## config.mk

```make
export PLATFORM = sky130hd
export DESIGN_NAME = noise_filter_ctrl
export DESIGN_NICKNAME = d
export VERILOG_FILES = /design/src/rtl/noise_pkg.sv /design/src/rtl/noise_filter_ctrl_pix_tracker.sv /design/src/rtl/noise_filter_ctrl.sv
export SDC_FILE = /design/constraint.sdc
export NUM_CORES = 1
export LEC_CHECK = 0
export BUFFER_PORTS_ARGS = -buffer_cell sky130_fd_sc_hd__buf_2
export CAP_MARGIN = 10
export CORE_MARGIN = 8
export CORE_UTILIZATION = 64
export DETAILED_ROUTE_END_ITERATION = 7
export PLACE_DENSITY_LB_ADDON = 0.25
export SLEW_MARGIN = 20
export SYNTH_ARGS = -nofsm -noshare
export SYNTH_HDL_FRONTEND = slang
export SYNTH_SLANG_ARGS = --single-unit
```

## constraint.sdc

```tcl
create_clock -name iCLK -period 5.15 [get_ports iCLK]
set_clock_uncertainty 0.1 [all_clocks]
set_input_delay 0.7725 -clock iCLK [delete_from_list [all_inputs] [get_ports iCLK]]
set_output_delay 0.7725 -clock iCLK [all_outputs]
set_load 0.01 [all_outputs]
```

## src/rtl/noise_pkg.sv

```systemverilog
// Shared definitions for the binary noise-removal frame sequencer.
//   - state_e       : sequencer states (IDLE, ARM, RUN, FLUSH, DONE)
//   - MODE_*        : filter mode encodings carried on iMode
//   - STG_*         : bit positions of each morphology stage in oStageEn
//   - mode_to_mask  : filter mode -> stage enable mask
//   - stage_count   : number of enabled stages in a mask
package noise_pkg;

  typedef enum logic [2:0] {
    ST_IDLE  = 3'd0,
    ST_ARM   = 3'd1,
    ST_RUN   = 3'd2,
    ST_FLUSH = 3'd3,
    ST_DONE  = 3'd4
  } state_e;

  localparam logic [1:0] MODE_BYPASS = 2'd0;
  localparam logic [1:0] MODE_OPEN   = 2'd1;
  localparam logic [1:0] MODE_CLOSE  = 2'd2;
  localparam logic [1:0] MODE_BOTH   = 2'd3;

  localparam int NUM_STAGES  = 4;
  localparam int STG_ERODE1  = 0;
  localparam int STG_DILATE1 = 1;
  localparam int STG_DILATE2 = 2;
  localparam int STG_ERODE2  = 3;

  // Opening is erode1 followed by dilate1, closing is dilate2 followed by
  // erode2. Mode bit 0 selects opening and mode bit 1 selects closing, so
  // mode 3 runs both chains back to back.
  function automatic logic [NUM_STAGES-1:0] mode_to_mask(input logic [1:0] mode);
    logic [NUM_STAGES-1:0] m;
    m = '0;
    if (mode[0]) begin
      m[STG_ERODE1]  = 1'b1;
      m[STG_DILATE1] = 1'b1;
    end
    if (mode[1]) begin
      m[STG_DILATE2] = 1'b1;
      m[STG_ERODE2]  = 1'b1;
    end
    return m;
  endfunction

  function automatic logic [2:0] stage_count(input logic [NUM_STAGES-1:0] m);
    return 3'(m[0]) + 3'(m[1]) + 3'(m[2]) + 3'(m[3]);
  endfunction

endpackage

```

## src/rtl/noise_filter_ctrl_pix_tracker.sv

```systemverilog
// pix_tracker: expected-coordinate and pixel counters for one frame.
// The registers always hold the coordinate and index of the NEXT pixel the
// frame expects, so the current pixel is compared against them directly.
//   clk_i      : pixel clock
//   rst_i      : synchronous active-high reset
//   clr_i      : return all counters to zero (abort / frame end)
//   start_i    : first pixel (0,0) accepted; counters move to pixel 1
//   adv_i      : a further pixel accepted; advance by one
//   x_o, y_o   : expected column/row of the current pixel
//   last_o     : current pixel is the final pixel of the frame
//   interior_o : current pixel has a complete 3x3 neighbourhood
module pix_tracker
  import noise_pkg::*;
#(
  parameter int IMG_W = 640,
  parameter int IMG_H = 480
) (
  input  logic        clk_i,
  input  logic        rst_i,
  input  logic        clr_i,
  input  logic        start_i,
  input  logic        adv_i,
  output logic [15:0] x_o,
  output logic [15:0] y_o,
  output logic        last_o,
  output logic        interior_o
);

  localparam int NPIX = IMG_W * IMG_H;
  localparam int PW   = $clog2(NPIX);

  localparam logic [15:0]   X_MAX  = 16'(IMG_W - 1);
  localparam logic [15:0]   Y_MAX  = 16'(IMG_H - 1);
  localparam logic [15:0]   X_INNER = 16'(IMG_W - 2);
  localparam logic [15:0]   Y_INNER = 16'(IMG_H - 2);
  localparam logic [PW-1:0] P_LAST = PW'(NPIX - 1);

  logic [15:0]   x_q, x_d, y_q, y_d;
  logic [PW-1:0] p_q, p_d;
  logic [15:0]   base_x, base_y;
  logic [PW-1:0] base_p;

  // A start advances from (0,0)/pixel 0 regardless of stale contents, so
  // the frame is correctly aligned even if nothing cleared the counters.
  always_comb begin
    base_x = start_i ? '0 : x_q;
    base_y = start_i ? '0 : y_q;
    base_p = start_i ? '0 : p_q;
    x_d    = x_q;
    y_d    = y_q;
    p_d    = p_q;
    if (clr_i) begin
      x_d = '0;
      y_d = '0;
      p_d = '0;
    end else if (start_i || adv_i) begin
      if (base_x == X_MAX) begin
        x_d = '0;
        y_d = (base_y == Y_MAX) ? '0 : base_y + 16'd1;
      end else begin
        x_d = base_x + 16'd1;
      end
      p_d = base_p + PW'(1);
    end
  end

  always_ff @(posedge clk_i) begin
    if (rst_i) begin
      x_q <= '0;
      y_q <= '0;
      p_q <= '0;
    end else begin
      x_q <= x_d;
      y_q <= y_d;
      p_q <= p_d;
    end
  end

  assign x_o        = x_q;
  assign y_o        = y_q;
  assign last_o     = (p_q == P_LAST);
  assign interior_o = (x_q >= 16'd1) && (x_q <= X_INNER) &&
                      (y_q >= 16'd1) && (y_q <= Y_INNER);

endmodule

```

## src/rtl/noise_filter_ctrl.sv

```systemverilog
// noise_filter_ctrl: frame sequencer for the opening/closing noise filter.
// Waits for frame enable, starts a frame on the pixel at (0,0), latches the
// filter mode into per-stage enables, counts pixels, then drains the stage
// pipelines with synthetic flush cycles before signalling frame completion.
//
// Pixel stream: iDVAL is a valid-only qualifier with no back-pressure; a
// pixel is consumed on every clock edge where iDVAL is high and the
// sequencer is in a state that accepts pixels (ARM for pixel 0 at (0,0),
// RUN for the rest). oDVAL/oWinValid follow one cycle later, also without
// back-pressure.
//
// Ports:
//   iCLK, iRST            : clock, synchronous active-high reset
//   iDVAL, iX_Cont/iY_Cont: binarised pixel valid and its coordinates
//   iFrame_En             : frame processing enable (low aborts a frame)
//   iMode                 : 0 bypass, 1 opening, 2 closing, 3 both
//   oStageEn              : [0] erode1 [1] dilate1 [2] dilate2 [3] erode2
//   oWinValid             : pixel has a full 3x3 window inside the image
//   oDVAL                 : registered accepted pixel valid
//   oFlush                : synthetic valid while draining the stages
//   oBusy                 : frame in RUN or FLUSH
//   oFrameDone            : one-cycle frame completion pulse
//   oSyncErr              : sticky coordinate mismatch flag
//   oDbgState             : current sequencer state (state_e encoding)
module noise_filter_ctrl
  import noise_pkg::*;
#(
  parameter int IMG_W = 640,
  parameter int IMG_H = 480
) (
  input  logic        iCLK,
  input  logic        iRST,
  input  logic        iDVAL,
  input  logic [15:0] iX_Cont,
  input  logic [15:0] iY_Cont,
  input  logic        iFrame_En,
  input  logic [1:0]  iMode,
  output logic [3:0]  oStageEn,
  output logic        oWinValid,
  output logic        oDVAL,
  output logic        oFlush,
  output logic        oBusy,
  output logic        oFrameDone,
  output logic        oSyncErr,
  output logic [2:0]  oDbgState
);

  // Drain counter must hold up to NUM_STAGES * (IMG_W + 1).
  localparam int            DW         = $clog2(NUM_STAGES * (IMG_W + 1) + 1);
  localparam logic [DW-1:0] FLUSH_UNIT = DW'(IMG_W + 1);

  state_e        state_q, state_d;
  logic [3:0]    stage_en_q, stage_en_d;
  logic [2:0]    nst_q, nst_d;
  logic [DW-1:0] drain_q, drain_d;
  logic          dval_q, dval_d;
  logic          win_q, win_d;
  logic          sync_q, sync_d;

  logic          trk_clr, trk_start, trk_adv;
  logic [15:0]   trk_x, trk_y;
  logic          trk_last, trk_interior;
  logic          first_pix;
  logic          abort;
  logic [3:0]    new_mask;

  pix_tracker #(
    .IMG_W (IMG_W),
    .IMG_H (IMG_H)
  ) u_tracker (
    .clk_i      (iCLK),
    .rst_i      (iRST),
    .clr_i      (trk_clr),
    .start_i    (trk_start),
    .adv_i      (trk_adv),
    .x_o        (trk_x),
    .y_o        (trk_y),
    .last_o     (trk_last),
    .interior_o (trk_interior)
  );

  assign first_pix = iDVAL && (iX_Cont == 16'd0) && (iY_Cont == 16'd0);
  assign new_mask  = mode_to_mask(iMode);
  // Dropping the enable mid-frame wins over every other event, including
  // a coincident last pixel.
  assign abort     = !iFrame_En &&
                     (state_q == ST_ARM || state_q == ST_RUN || state_q == ST_FLUSH);

  always_comb begin
    state_d    = state_q;
    stage_en_d = stage_en_q;
    nst_d      = nst_q;
    drain_d    = drain_q;
    dval_d     = 1'b0;
    win_d      = 1'b0;
    sync_d     = sync_q;
    trk_clr    = 1'b0;
    trk_start  = 1'b0;
    trk_adv    = 1'b0;

    if (abort) begin
      state_d    = ST_IDLE;
      stage_en_d = '0;
      nst_d      = '0;
      drain_d    = '0;
      trk_clr    = 1'b1;
    end else begin
      case (state_q)
        ST_IDLE: begin
          if (iFrame_En) state_d = ST_ARM;
        end
        ST_ARM: begin
          // Only the pixel at (0,0) opens a frame; it is pixel 0 and sits
          // on the border, so it never carries a valid window.
          if (first_pix) begin
            state_d    = ST_RUN;
            stage_en_d = new_mask;
            nst_d      = stage_count(new_mask);
            trk_start  = 1'b1;
            dval_d     = 1'b1;
          end
        end
        ST_RUN: begin
          if (iDVAL) begin
            dval_d  = 1'b1;
            win_d   = trk_interior;
            trk_adv = 1'b1;
            if (iX_Cont != trk_x || iY_Cont != trk_y) sync_d = 1'b1;
            if (trk_last) begin
              trk_clr = 1'b1;
              if (nst_q == 3'd0) begin
                state_d = ST_DONE;
              end else begin
                state_d = ST_FLUSH;
                drain_d = DW'(nst_q) * FLUSH_UNIT;
              end
            end
          end
        end
        ST_FLUSH: begin
          drain_d = drain_q - DW'(1);
          if (drain_q == DW'(1)) state_d = ST_DONE;
        end
        ST_DONE: begin
          // A pixel arriving here is deliberately not looked at.
          if (iFrame_En) begin
            state_d = ST_ARM;
          end else begin
            state_d    = ST_IDLE;
            stage_en_d = '0;
            nst_d      = '0;
          end
        end
        default: begin
          state_d    = ST_IDLE;
          stage_en_d = '0;
          nst_d      = '0;
          drain_d    = '0;
          trk_clr    = 1'b1;
        end
      endcase
    end
  end

  always_ff @(posedge iCLK) begin
    if (iRST) begin
      state_q    <= ST_IDLE;
      stage_en_q <= '0;
      nst_q      <= '0;
      drain_q    <= '0;
      dval_q     <= 1'b0;
      win_q      <= 1'b0;
      sync_q     <= 1'b0;
    end else begin
      state_q    <= state_d;
      stage_en_q <= stage_en_d;
      nst_q      <= nst_d;
      drain_q    <= drain_d;
      dval_q     <= dval_d;
      win_q      <= win_d;
      sync_q     <= sync_d;
    end
  end

  assign oStageEn   = stage_en_q;
  assign oDVAL      = dval_q;
  assign oWinValid  = win_q;
  assign oSyncErr   = sync_q;
  assign oFlush     = (state_q == ST_FLUSH);
  assign oBusy      = (state_q == ST_RUN) || (state_q == ST_FLUSH);
  assign oFrameDone = (state_q == ST_DONE);
  assign oDbgState  = state_q;

endmodule

```

* Yosys cells after proc, flatten, opt, wreduce, memory -nomap -nowiden
Cells that the tools add are included.
Cells by class: $add $sub $neg 7, multipliers 1, order comparisons 4, equal/unequal tests 17, mux-type cells 36, bitwise gates (word level) 5, reductions and logical operators 27
Operator list (number):
- $mux W16 | 4
- $mux W12 | 3
- $pmux W12 S3 | 1
- $add A16 B1 Y16 const B | 2
- $ge A16 B1 Y1 const B | 2
- $logic_not A16 Y1 | 2
- $ne A16 B16 Y1 | 2
- $mux W3 | 8
- $add A19 B1 Y19 const B | 1
- $eq A19 B19 Y1 const B | 1
- $mux W19 | 1
- $eq A16 B10 Y1 const B | 1
- $eq A16 B9 Y1 const B | 1
- $le A16 B10 Y1 const B | 1
- $le A16 B9 Y1 const B | 1
- $pmux W3 S5 | 1
- $eq A12 B1 Y1 const B | 1
- $mul A3 B10 Y12 const B | 1
- $ne A2 B2 Y1 const B | 6
- $pmux W4 S3 | 1
- $sub A12 B1 Y12 const B | 1
- $mux W1 | 10
- $pmux W3 S3 | 1
- $mux W4 | 2
- 21 further kinds | 42
Storage, ports and cells: register bits after elaboration 76, input bits 38, output and inout bits 13, word-level logic and storage cells 107

* Logic depth before layout (Yosys ltp)
Gate-level depths: netlist of the first run.
depth after elaboration 9, depth in mapped cells 13

* By module
Synthesis of the first run repeated with hierarchy kept, for this count alone.
Second synthesis, totals: cell total of the unflattened synthesis 578, area, all modules 4600.7 sq um
By module, submodules not included:
- pix_tracker | instances 1, cells an instance 366, area each 2884.0 sq um, sequential area each 1021.0 sq um
- noise_filter_ctrl | instances 1, cells an instance 212, area each 1716.6 sq um, sequential area each 440.4 sq um

* Worst setup path after synthesis of the first run
Ideal clock, no wire load.
path kind input -> register, from input port iX_Cont[7], to register u_tracker.x_q[13] (netlist: u_tracker.x_o[13]), setup time 0.070 ns, data arrival time 3.501 ns, slack 1.479 ns, stages 12, path through nor4_1 > nand4_1 > or4_1 > clkbuf_1 > clkbuf_1 > and2_1 > ha_1 > nand4_1 > nor4_4 > nand2b_1 > or4_1 > a21oi_1
Between the ends: longest elaborated chain between the ends 9
RTL lines:
- from (decl) | RTL line noise_filter_ctrl.sv:34 | input logic [15:0] iX_Cont,
- $logic_not A16 Y1 * | RTL line noise_filter_ctrl.sv:82 | assign first_pix = iDVAL && (iX_Cont == 16'd0) && (iY_Cont == 16'd0);
- $logic_and A1 B1 Y1 * (2 in a row) | RTL line noise_filter_ctrl.sv:82
- $mux W1 * | RTL line noise_filter_ctrl.sv:115 | if (first_pix) begin
- $mux W1 * | RTL line noise_filter_ctrl.sv:108 | case (state_q)
- $mux W1 * | RTL line noise_filter_ctrl.sv:101 | if (abort) begin
- $mux W16 | RTL line noise_filter_ctrl_pix_tracker.sv:46 | base_x = start_i ? '0 : x_q;
- $add A16 B1 Y16 or $eq A16 B10 Y1 (tied branches) | RTL line noise_filter_ctrl_pix_tracker.sv:61, noise_filter_ctrl_pix_tracker.sv:57
- $mux W16 | RTL line noise_filter_ctrl_pix_tracker.sv:57 | if (base_x == X_MAX) begin
- to (signal assigned) | RTL line noise_filter_ctrl_pix_tracker.sv:69 | x_q <= '0;
- to (signal assigned) | RTL line noise_filter_ctrl_pix_tracker.sv:73 | x_q <= x_d;
- to (decl) | RTL line noise_filter_ctrl_pix_tracker.sv:38 | logic [15:0] x_q, x_d, y_q, y_d;
Every way passes the cells marked *; elsewhere a longest branch is shown, timed or not. A chain may end at the register's enable or synchronous reset.

* Worst setup path after layout of the first run
from register state_q[1] (netlist: oDbgState[1]), to register u_tracker.y_q[9] (netlist: u_tracker.y_o[9])
Between the ends: longest elaborated chain between the ends 8
RTL lines:
- from (decl) | RTL line noise_filter_ctrl.sv:52 | state_e state_q, state_d;
- from (signal assigned) | RTL line noise_filter_ctrl.sv:175 | state_q <= state_d;
- $eq A3 B1 Y1 or $eq A3 B2 Y1 (tied branches) | RTL line noise_filter_ctrl.sv:87, noise_filter_ctrl.sv:108
- $logic_or A1 B1 Y1 (2 in a row) | RTL line noise_filter_ctrl.sv:87 | (state_q == ST_ARM || state_q == ST_RUN || state_q == ST_FLUSH);
- $logic_and A1 B1 Y1 | RTL line noise_filter_ctrl.sv:86 | assign abort = !iFrame_En &&
- $mux W1 | RTL line noise_filter_ctrl.sv:101
- $mux W16 (on tied branches) | RTL line noise_filter_ctrl_pix_tracker.sv:47, noise_filter_ctrl_pix_tracker.sv:46
- $add A16 B1 Y16 (tied with other cells) | RTL line noise_filter_ctrl_pix_tracker.sv:59 | y_d = (base_y == Y_MAX) ? '0 : base_y + 16'd1;
- $mux W16 or $reduce_and A2 Y1 (tied branches)
- to (signal assigned) | RTL line noise_filter_ctrl_pix_tracker.sv:74 | y_q <= y_d;
- to (decl) | RTL line noise_filter_ctrl_pix_tracker.sv:38
Several ways; a longest one is shown, not always the timed one.

==> results of run 1 <==
## per-stage QoR
step	power, W	cells
final	0.00113	719
after global routing	0.00116	719
after CTS	0.00113	719
after detailed placement	0.000686	703
after global placement	0.000684	703
after floorplan	0.000644	586
## layout make-up
type	instances	share of cell area, %
clock buffers	11	2.82
well taps	96	2.40
repair buffers	55	5.75
flip-flops and latches	73	29.2
inverters	20	1.50
multi-input cells	459	57.2
clock inverters	5	1.10
## synth_stat cells (3+ instances only)
cell / instances
and3_1: 9
nand2_1: 47
xor2_1: 6
o41ai_1: 3
a31oi_1: 19
mux2i_1: 3
o21ai_0: 26
a21oi_1: 37
nand4b_1: 3
nand4_1: 26
and4_1: 4
or3_1: 11
inv_1: 20
ha_1: 6
or4_1: 6
clkbuf_1: 29
nand3_1: 48
o31ai_1: 5
xnor2_1: 44
dfxtp_1: 73
nand3b_1: 5
and2_1: 11
a32o_1: 3
a311oi_1: 5
nand2b_1: 4
nor2_1: 39
nor3_1: 19
nor4_1: 23
o211ai_1: 5
nor2b_1: 4
buf_2: 3
## state kept, by name (all words and copies together), names as in the netlist, 2 cells and up
| signal | cells |
|---|---|
| u_tracker.p_q | 19 |
| u_tracker.x_o | 16 |
| u_tracker.y_o | 16 |
| drain_q | 12 |
| oDbgState | 3 |
| nst_q | 2 |
| oStageEn | 2 |
## layout by cell type, fill, tap and decap left out, types with 3 or more instances in the layout
cell type,netlist,routed
dfxtp_1,73,73
buf_2,3,50
nand3_1,48,48
nand2_1,47,47
xnor2_1,44,44
nor2_1,39,39
a21oi_1,37,37
nand4_1,26,26
o21ai_0,26,26
nor4_1,23,22
inv_1,20,20
nor3_1,19,19
a31oi_1,19,19
or3_1,11,11
and2_1,11,11
clkbuf_8,0,10
and3_1,9,9
or4_1,6,6
xor2_1,6,6
ha_1,6,6
nand3b_1,5,5
o211ai_1,5,5
a311oi_1,5,5
o31ai_1,5,5
buf_4,2,5
nand2b_1,4,4
and4_1,4,4
nor2b_1,4,4
mux2i_1,3,3
nand4b_1,3,3
o41ai_1,3,3
a32o_1,3,3
## worst min-delay path by stage
stage,start,to
after floorplan,drain_q[6],drain_q[6]
after global placement,u_tracker.p_q[1],u_tracker.p_q[1]
after detailed placement,drain_q[11],drain_q[11]
after CTS,u_tracker.p_q[1],u_tracker.p_q[1]
after global routing,u_tracker.p_q[1],u_tracker.p_q[1]
final,u_tracker.p_q[1],u_tracker.p_q[1]
## critical path: stages, from the launching register on
cell	delay [ps]
dfxtp_1	620
nor2_1	230
nand3_1	180
or4_1	450
and2_1	210
ha_1	220
nand4_1	290
nor4_4	530
nand2_2	280
or4b_1	570
a31oi_1	160
## where the power goes
part           switching [W]  internal (W)  total [W]
sequential        0.00000803      0.000567   0.000575
combinational      0.0000603     0.0000396  0.0000999
clock               0.000216      0.000235   0.000451
## logic make-up after synthesis
family                     Yosys count  share of synthesized area [%]
and+or+nand+nor                    275                           33.6
AOI/OAI and AO/OA                  125                           17.5
DFF                                 73                           32.2
buffers and inverters               54                           4.72
xor gates and xnor gates            50                           9.66
adders and majority gates            6                           1.66
muxes                                3                          0.662
## routing by layer
metal	vias to the layer above	part of all wire [%]
li1	2241	-
met1	2205	41
met2	248	46
met3	42	9.4
met4	0	3.4
met5	-	0
==> results.txt, run 1 <==
The worst reg-to-reg setup slack came out at 1250 ps. The worst setup path is captured at a flop. The number of synthesized register bits is 73. The placeable core region came out at 6830 um2.

The count of flip-flops with a built-in enable after synthesis came out at 0. The via count of the first global-routing pass is 4459. Once detailed placement completed, the half-perimeter wirelength came to approximately 9000 um. The fraction of layout instances using a drive strength above 1 is about an eighth. The number of I/O pins is 51. The pre-antenna-repair detailed-routing pass consisted of 7 iterations. The area of all sequential standard cells is 1460 um2. The mean post-synth cell area is 7.74 um2. The initial antenna violation count came out at 0.

The post-route clock period utilization is 75.8%. The area of the mapped netlist is 4540 um2. On the final layout, the worst hold slack is between 300 and 400 ps. The endpoint identified for the worst register-to-register timing path is u_tracker.y_o[9]. The routed length per instance came out at approximately 18 um. The worst supply voltage drop on vdd came out at 0.174 mV. The worst min-delay path category is reg -> reg. The total clock sinks is 73. For the worst-skew pair, the clock arrives at the later sink with an insertion delay of 350 ps. Summed over all instances, the cell type with the most area after synthesis is dfxtp_1.

The tool flagged a number of max-cap violations equal to 0. The sequential-to-total area share from yosys stat is 32.2%. For this block, the routed nets add up to 12700 um of wire. Based on the critical path, the design can be clocked at up to approximately 260 MHz. The area enclosed by the die boundary came out at around 10000 um2. The remaining routing DRC violations came out at 0. Counting I/O delays and the setup requirement, the final critical path takes 3900 ps. Data on the critical path arrives at its endpoint at 4090 ps. The setup TNS came out at 0 ps. The max-slew violation count is 0. The combined global-route utilization of all metal layers is 25.5%. The netlist uses 61 different library cells. Among all flip-flop cells after synthesis, the most frequent one is dfxtp_1. In this run the clock root is driven by a clkbuf_8. The final design utilization came out at 73.3%. From synthesis to final layout, the design area changed by 10.4%. The worst relative slew slack is 37.6%. The area fraction of the dominant cell type after synthesis is 32.2%. Using the TritonRoute via totals, the vias-per-cell ratio works out to 6.59. The count of buffers inserted at the top-level ports came out at 50. The CTS H-tree depth came out at 3. The floorplan row count is 30. The number of synthesis warnings came out at 0. The worst hold path stage count came out at 2. The congestion estimate from routability-driven global placement came to 0.954. The initial utilization of the core area, before any placement, comes to 66.4%. The slack of the critical path came out at between 1000 and 1500 ps. The last element of the critical path is u_tracker.y_o[9].

The number of hold violations in the final report is 0. The synthesized netlist net count is 630. The global routing usage on met3 is 5.54%. Setup repair after global routing left no endpoint under its margin. Tracing the worst setup path back leads to its startpoint at oDbgState[1].

The startpoint of the lowest-slack register-to-register path is oDbgState[1]. The antenna cell count is 0. The pre-CTS setup slack is 976 ps. The flow ran to the end, and the final reports show no timing, DRC or antenna violations.

In this run the deepest clock path goes through 2 buffers. In the final design database the tool counted 662 nets. The number of vias in the routed layout is 4736. The global routing stage identified its most utilized layer as met2. The first global-routing pass estimated 21000 um of wire. After detailed placement, the total cell area comes to 4800 um2.

For this block, the initial DRC count from the detailed router was 354. The finished layout cell area is about 5000 um2. The met2 routing resource usage after global routing came out at 41.4%.

The synthesized netlist cell count came out at 586. Setup violations remaining at the end of the flow were counted as 0. For this design the static power due to leakage is 1.70 nW. The floorplan die width came out at 100 um.

The kind of critical path is reg -> reg. The global-route met1 utilization came out at 31.4%. Post-CTS timing repair inserted 0 buffers for setup. The power density over the cells came out at 225 nW/um2.

The transition time at the pin with the least slew margin came out at 927 ps. The kind of launch point of the worst setup path is a flop. The pin count of the biggest net entering global routing is 26. The area of combinational cells with multiple inputs is approximately 2900 um2. The worst reg2reg path depth came out at 10. The clock-pin slew of the registers on the worst-case setup and hold paths is approximately 80 ps. The required time reported for the critical path endpoint is 5330 ps. The total of cells resized after clock tree synthesis came out at 0. The die extent in y is 100 um. The total overflow reported by the global router is 0. The layout has 592 filler cells.

After synthesis, the cell types taking the most area are dfxtp_1, xnor2_1, nand3_1. The number of buffers added by the clock tree synthesis step is 9. Of all nets on the critical path, the largest fanout is 16.

The count of nets left with antenna violations once routing finished came out at 0. TritonCTS built the clock tree. The count of hold-fix buffers inserted at cts came out at 0.

The share of synthesized flip-flops with an asynchronous set or reset came out at 0%.
(Power assumes the default switching activity.)
==> run 2: changes to the inputs <==
--- a/config.mk
+++ b/config.mk
@@ -8,7 +8,7 @@
 export BUFFER_PORTS_ARGS = -buffer_cell sky130_fd_sc_hd__buf_2
 export CAP_MARGIN = 10
 export CORE_MARGIN = 8
-export CORE_UTILIZATION = 64
+export CORE_UTILIZATION = 59
 export DETAILED_ROUTE_END_ITERATION = 7
 export PLACE_DENSITY_LB_ADDON = 0.25
 export SLEW_MARGIN = 20
==> constraint.sdc (replaced) <==
create_clock -name iCLK -period 3.6 [get_ports iCLK]
set_clock_uncertainty 0.1 [all_clocks]
set_input_delay 0.54 -clock iCLK [delete_from_list [all_inputs] [get_ports iCLK]]
set_output_delay 0.54 -clock iCLK [all_outputs]
set_load 0.01 [all_outputs]
==> results.txt, run 2 (same netlist as run 1, synthesis figures left out) <==
The largest stage delay on the critical path came to 540 ps (-80 ps). The switching power as a share of total power came out at 25.2% (about the same). The critical path goes through buf_2 > nor4_1 > nand4_1 > or4_1 > buf_4 > and2_1 > ha_1 > nand2_1 > or2_2 > or4_1 > or4b_1 > a31oi_1. The post-place instance area came out at 4920 um2 (+2.3%). The internal power summed over all cells came out at 0.00128 W (+52%). The initial antenna violation count came out at 0 (unchanged).

The power spent charging and discharging nets is 0.000432 W (+52%). The routed length per instance is 17.5 um (-0.96%). The worst relative slew slack was 38.2% (+0.51 points). The share of power burned in the clock network is 43.4% (+3.3 points). The maximum net fanout on the critical path is 30 (+14).

The fraction of layout instances using a drive strength above 1 came out at 14.9% (+1.9 points). The remaining routing DRC violations is 0 (unchanged). The worst hold path belongs to the class in -> reg.

The number of max-cap violations came out at 0 (unchanged). Ranked by flip-flop count, first place goes to u_tracker.p_q. The area added between synthesis and finish came out at 13.4%. The worst path uses between 80 and 90% of the clock period.

The final setup violation count was 0 (unchanged). In the layout the commonest cells are dfxtp_1, buf_2, nand3_1. The transition time at the pin with the least slew margin came to 920 ps (-7.58 ps). Subtracting the final worst setup slack from the clock period gives 3150 ps. The pin count of the biggest net entering global routing is 31 (+19%).

The max-slew violation count came out at 0 (unchanged). STA classifies the critical path startpoint as an input pin. The per-cell via count in the routed design was 6.40 (-2.8%).

The total overflow reported by the global router came out at 0 (unchanged). The portion of total power attributed to sequential cells came out at 47.7% (-3.4 points). The slowest stage of the critical path belongs to the cell or4_1. The number of detailed-route iterations in the first pass is 5 (-2). The die extent in y came out at 104 um (+3.5%). The count of antenna-violating nets left after detailed routing is 0 (unchanged). The total clock sinks is 73 (unchanged).

The kind of critical path is in -> reg. The arrival time at the worst endpoint is 3340 ps (-750 ps). The first-pass GRT wire length is 21900 um (+4.2%). The floorplan row count is 32 (+6.7%). The number of hold violations in the final report came out at 0 (unchanged). The combined global-route utilization of all metal layers came out at 24.0% (-1.5 points).

The endpoint type of the worst setup path is a flop. The post-CTS repair timing setup buffer count is 0 (unchanged). The total of cells resized after clock tree synthesis came out at 0 (unchanged). The number of buffers added by the clock tree synthesis step came to 9 (unchanged). The number of flip-flops in the largest register is 19 (unchanged). The finished layout cell area came to 5140 um2 (+2.7%). The final weighted congestion in routability-driven placement is 0.926 (-3.0%).

The number of buffers between clock root and the deepest sink came out at 2 (unchanged). The antenna cell count is 0 (unchanged). The latest clock arrival within the worst-skew pair is 370 ps (+20 ps). The cell family contributing the most delay on the critical path is simple AND/OR/NAND/NOR gates. The CTS H-tree depth is 3 (unchanged). The post-detailed-placement half-perimeter wirelength was 9430 um (+2.5%). Setup repair after global routing left no endpoint under its margin. The floorplan die width is 104 um (+3.5%).

The DRC marker count from the first detailed-route iteration is 264 (-25%). The number of I/O pins is 51 (unchanged). The setup TNS is 0 ps (unchanged). Based on the critical path, the design can be clocked at up to 318 MHz. The effective utilization at floorplan came out at 59.6% (-6.8 points). The logic gate share of total power came out at 8.9% (about the same). The placeable core region came out at 7610 um2 (+11%). TritonCTS built the clock tree. The buffers plus inverters on the worst setup path is 2 (+2).

The clock-pin slew of the registers on the worst-case setup and hold paths was 80 ps (about the same). The total leakage power was 1.79 nW (+5.1%). The worst supply voltage drop on vdd is 0.204 mV (+17%).

The net count reported at finish came out at 676 (+2.1%). The required time reported for the critical path endpoint is 3800 ps (-1530 ps). The most common cell after layout, fill and taps aside is dfxtp_1. The run finished with clean final reports.

The count of buffers inserted at the top-level ports is 50 (unchanged). The post-detailed-routing wire length came out at 13000 um (+1.8%). By instance count, the cell type seen most on the critical path is or4_1. The area enclosed by the die boundary is 10700 um2 (+7.1%).

The via count of the first global-routing pass came out at 4602 (+3.2%). The number of vias in the routed layout is 4731 (-0.11%). The power density over the cells is 333 nW/um2 (+48%).

In this run the clock root is driven by a clkbuf_8. The count of hold-fix buffers inserted at cts came to 0 (unchanged).
## run 2: changes by cell type in the layout (fill, tap and decap cells not counted), sizes merged
cell      before  now
buf           55   69
clkinvlp       2    1
clkbuf        11   10
inv           20   21
bufinv         1    2
## run 2: path summary, 6_finish.rpt
path | start | end | slack [ps] | cells after the start
max | iX_Cont[0] | u_tracker.y_o[9] | 450 | 12
min reg2reg | oStageEn[2] | oStageEn[2] | 390 | 2
max reg2reg | oDbgState[2] | u_tracker.y_o[9] | 490 | 11
min | iMode[1] | oStageEn[2] | 340 | 3
## run 2: final cells by class
cell class,instances,area (um2)
clock inverter,6,90.1
fill,667,2460
clock buffer,10,138
tap,102,128
timing repair buffer,69,393
inverter,20,75.1
multi-input combinational,459,2860
sequential,73,1460
## run 2: power by group through the flow
stage / logic (W) / registers, W / clock network [W]
3_3_place_gp: 0.000149 / 0.000836 / 0
2_1_floorplan: 0.0000843 / 0.000837 / 0
6_report: 0.000153 / 0.000818 / 0.000744
3_5_place_dp: 0.000151 / 0.000836 / 0
5_1_grt: 0.000167 / 0.000818 / 0.000782
4_1_cts: 0.000152 / 0.000817 / 0.000751
## run 2: per-layer routing
| metal | vias to the layer above | track usage, % | part of all wire, % |
|---|---|---|---|
| met2 | 212 | 39.6 | 46 |
| met4 | 0 | 10.7 | 2.7 |
| met3 | 35 | 5.82 | 8.0 |
| met1 | 2220 | 29.1 | 43 |
| li1 | 2264 | - | - |
| met5 | - | 0 | 0 |
## run 2: worst reg2reg max path, delay by kind of cell, from the launching register on
family | cells | cell delay [ps]
AOI/OAI and AO/OA | 1 | 160
buffers and inverters | 1 | 270
and+or+nand+nor | 8 | 1990
adders and majority gates | 1 | 200
DFF | 1 | 320
## run 2: metrics by stage
step / power [W] / cells / setup slack, ps / hold WS [ps] / utilization (%)
6_report: 0.00172 / 739 / 453 / 336 / 67.6
5_1_grt: 0.00177 / 739 / 226 / 382 / 67.6
4_1_cts: 0.00172 / 739 / 467 / 341 / 67.6
3_5_place_dp: 0.000987 / 723 / 97.3 / 375 / 64.6
3_3_place_gp: 0.000985 / 723 / 170 / 358 / 64.6
2_1_floorplan: 0.000921 / 586 / 161 / 343 / -
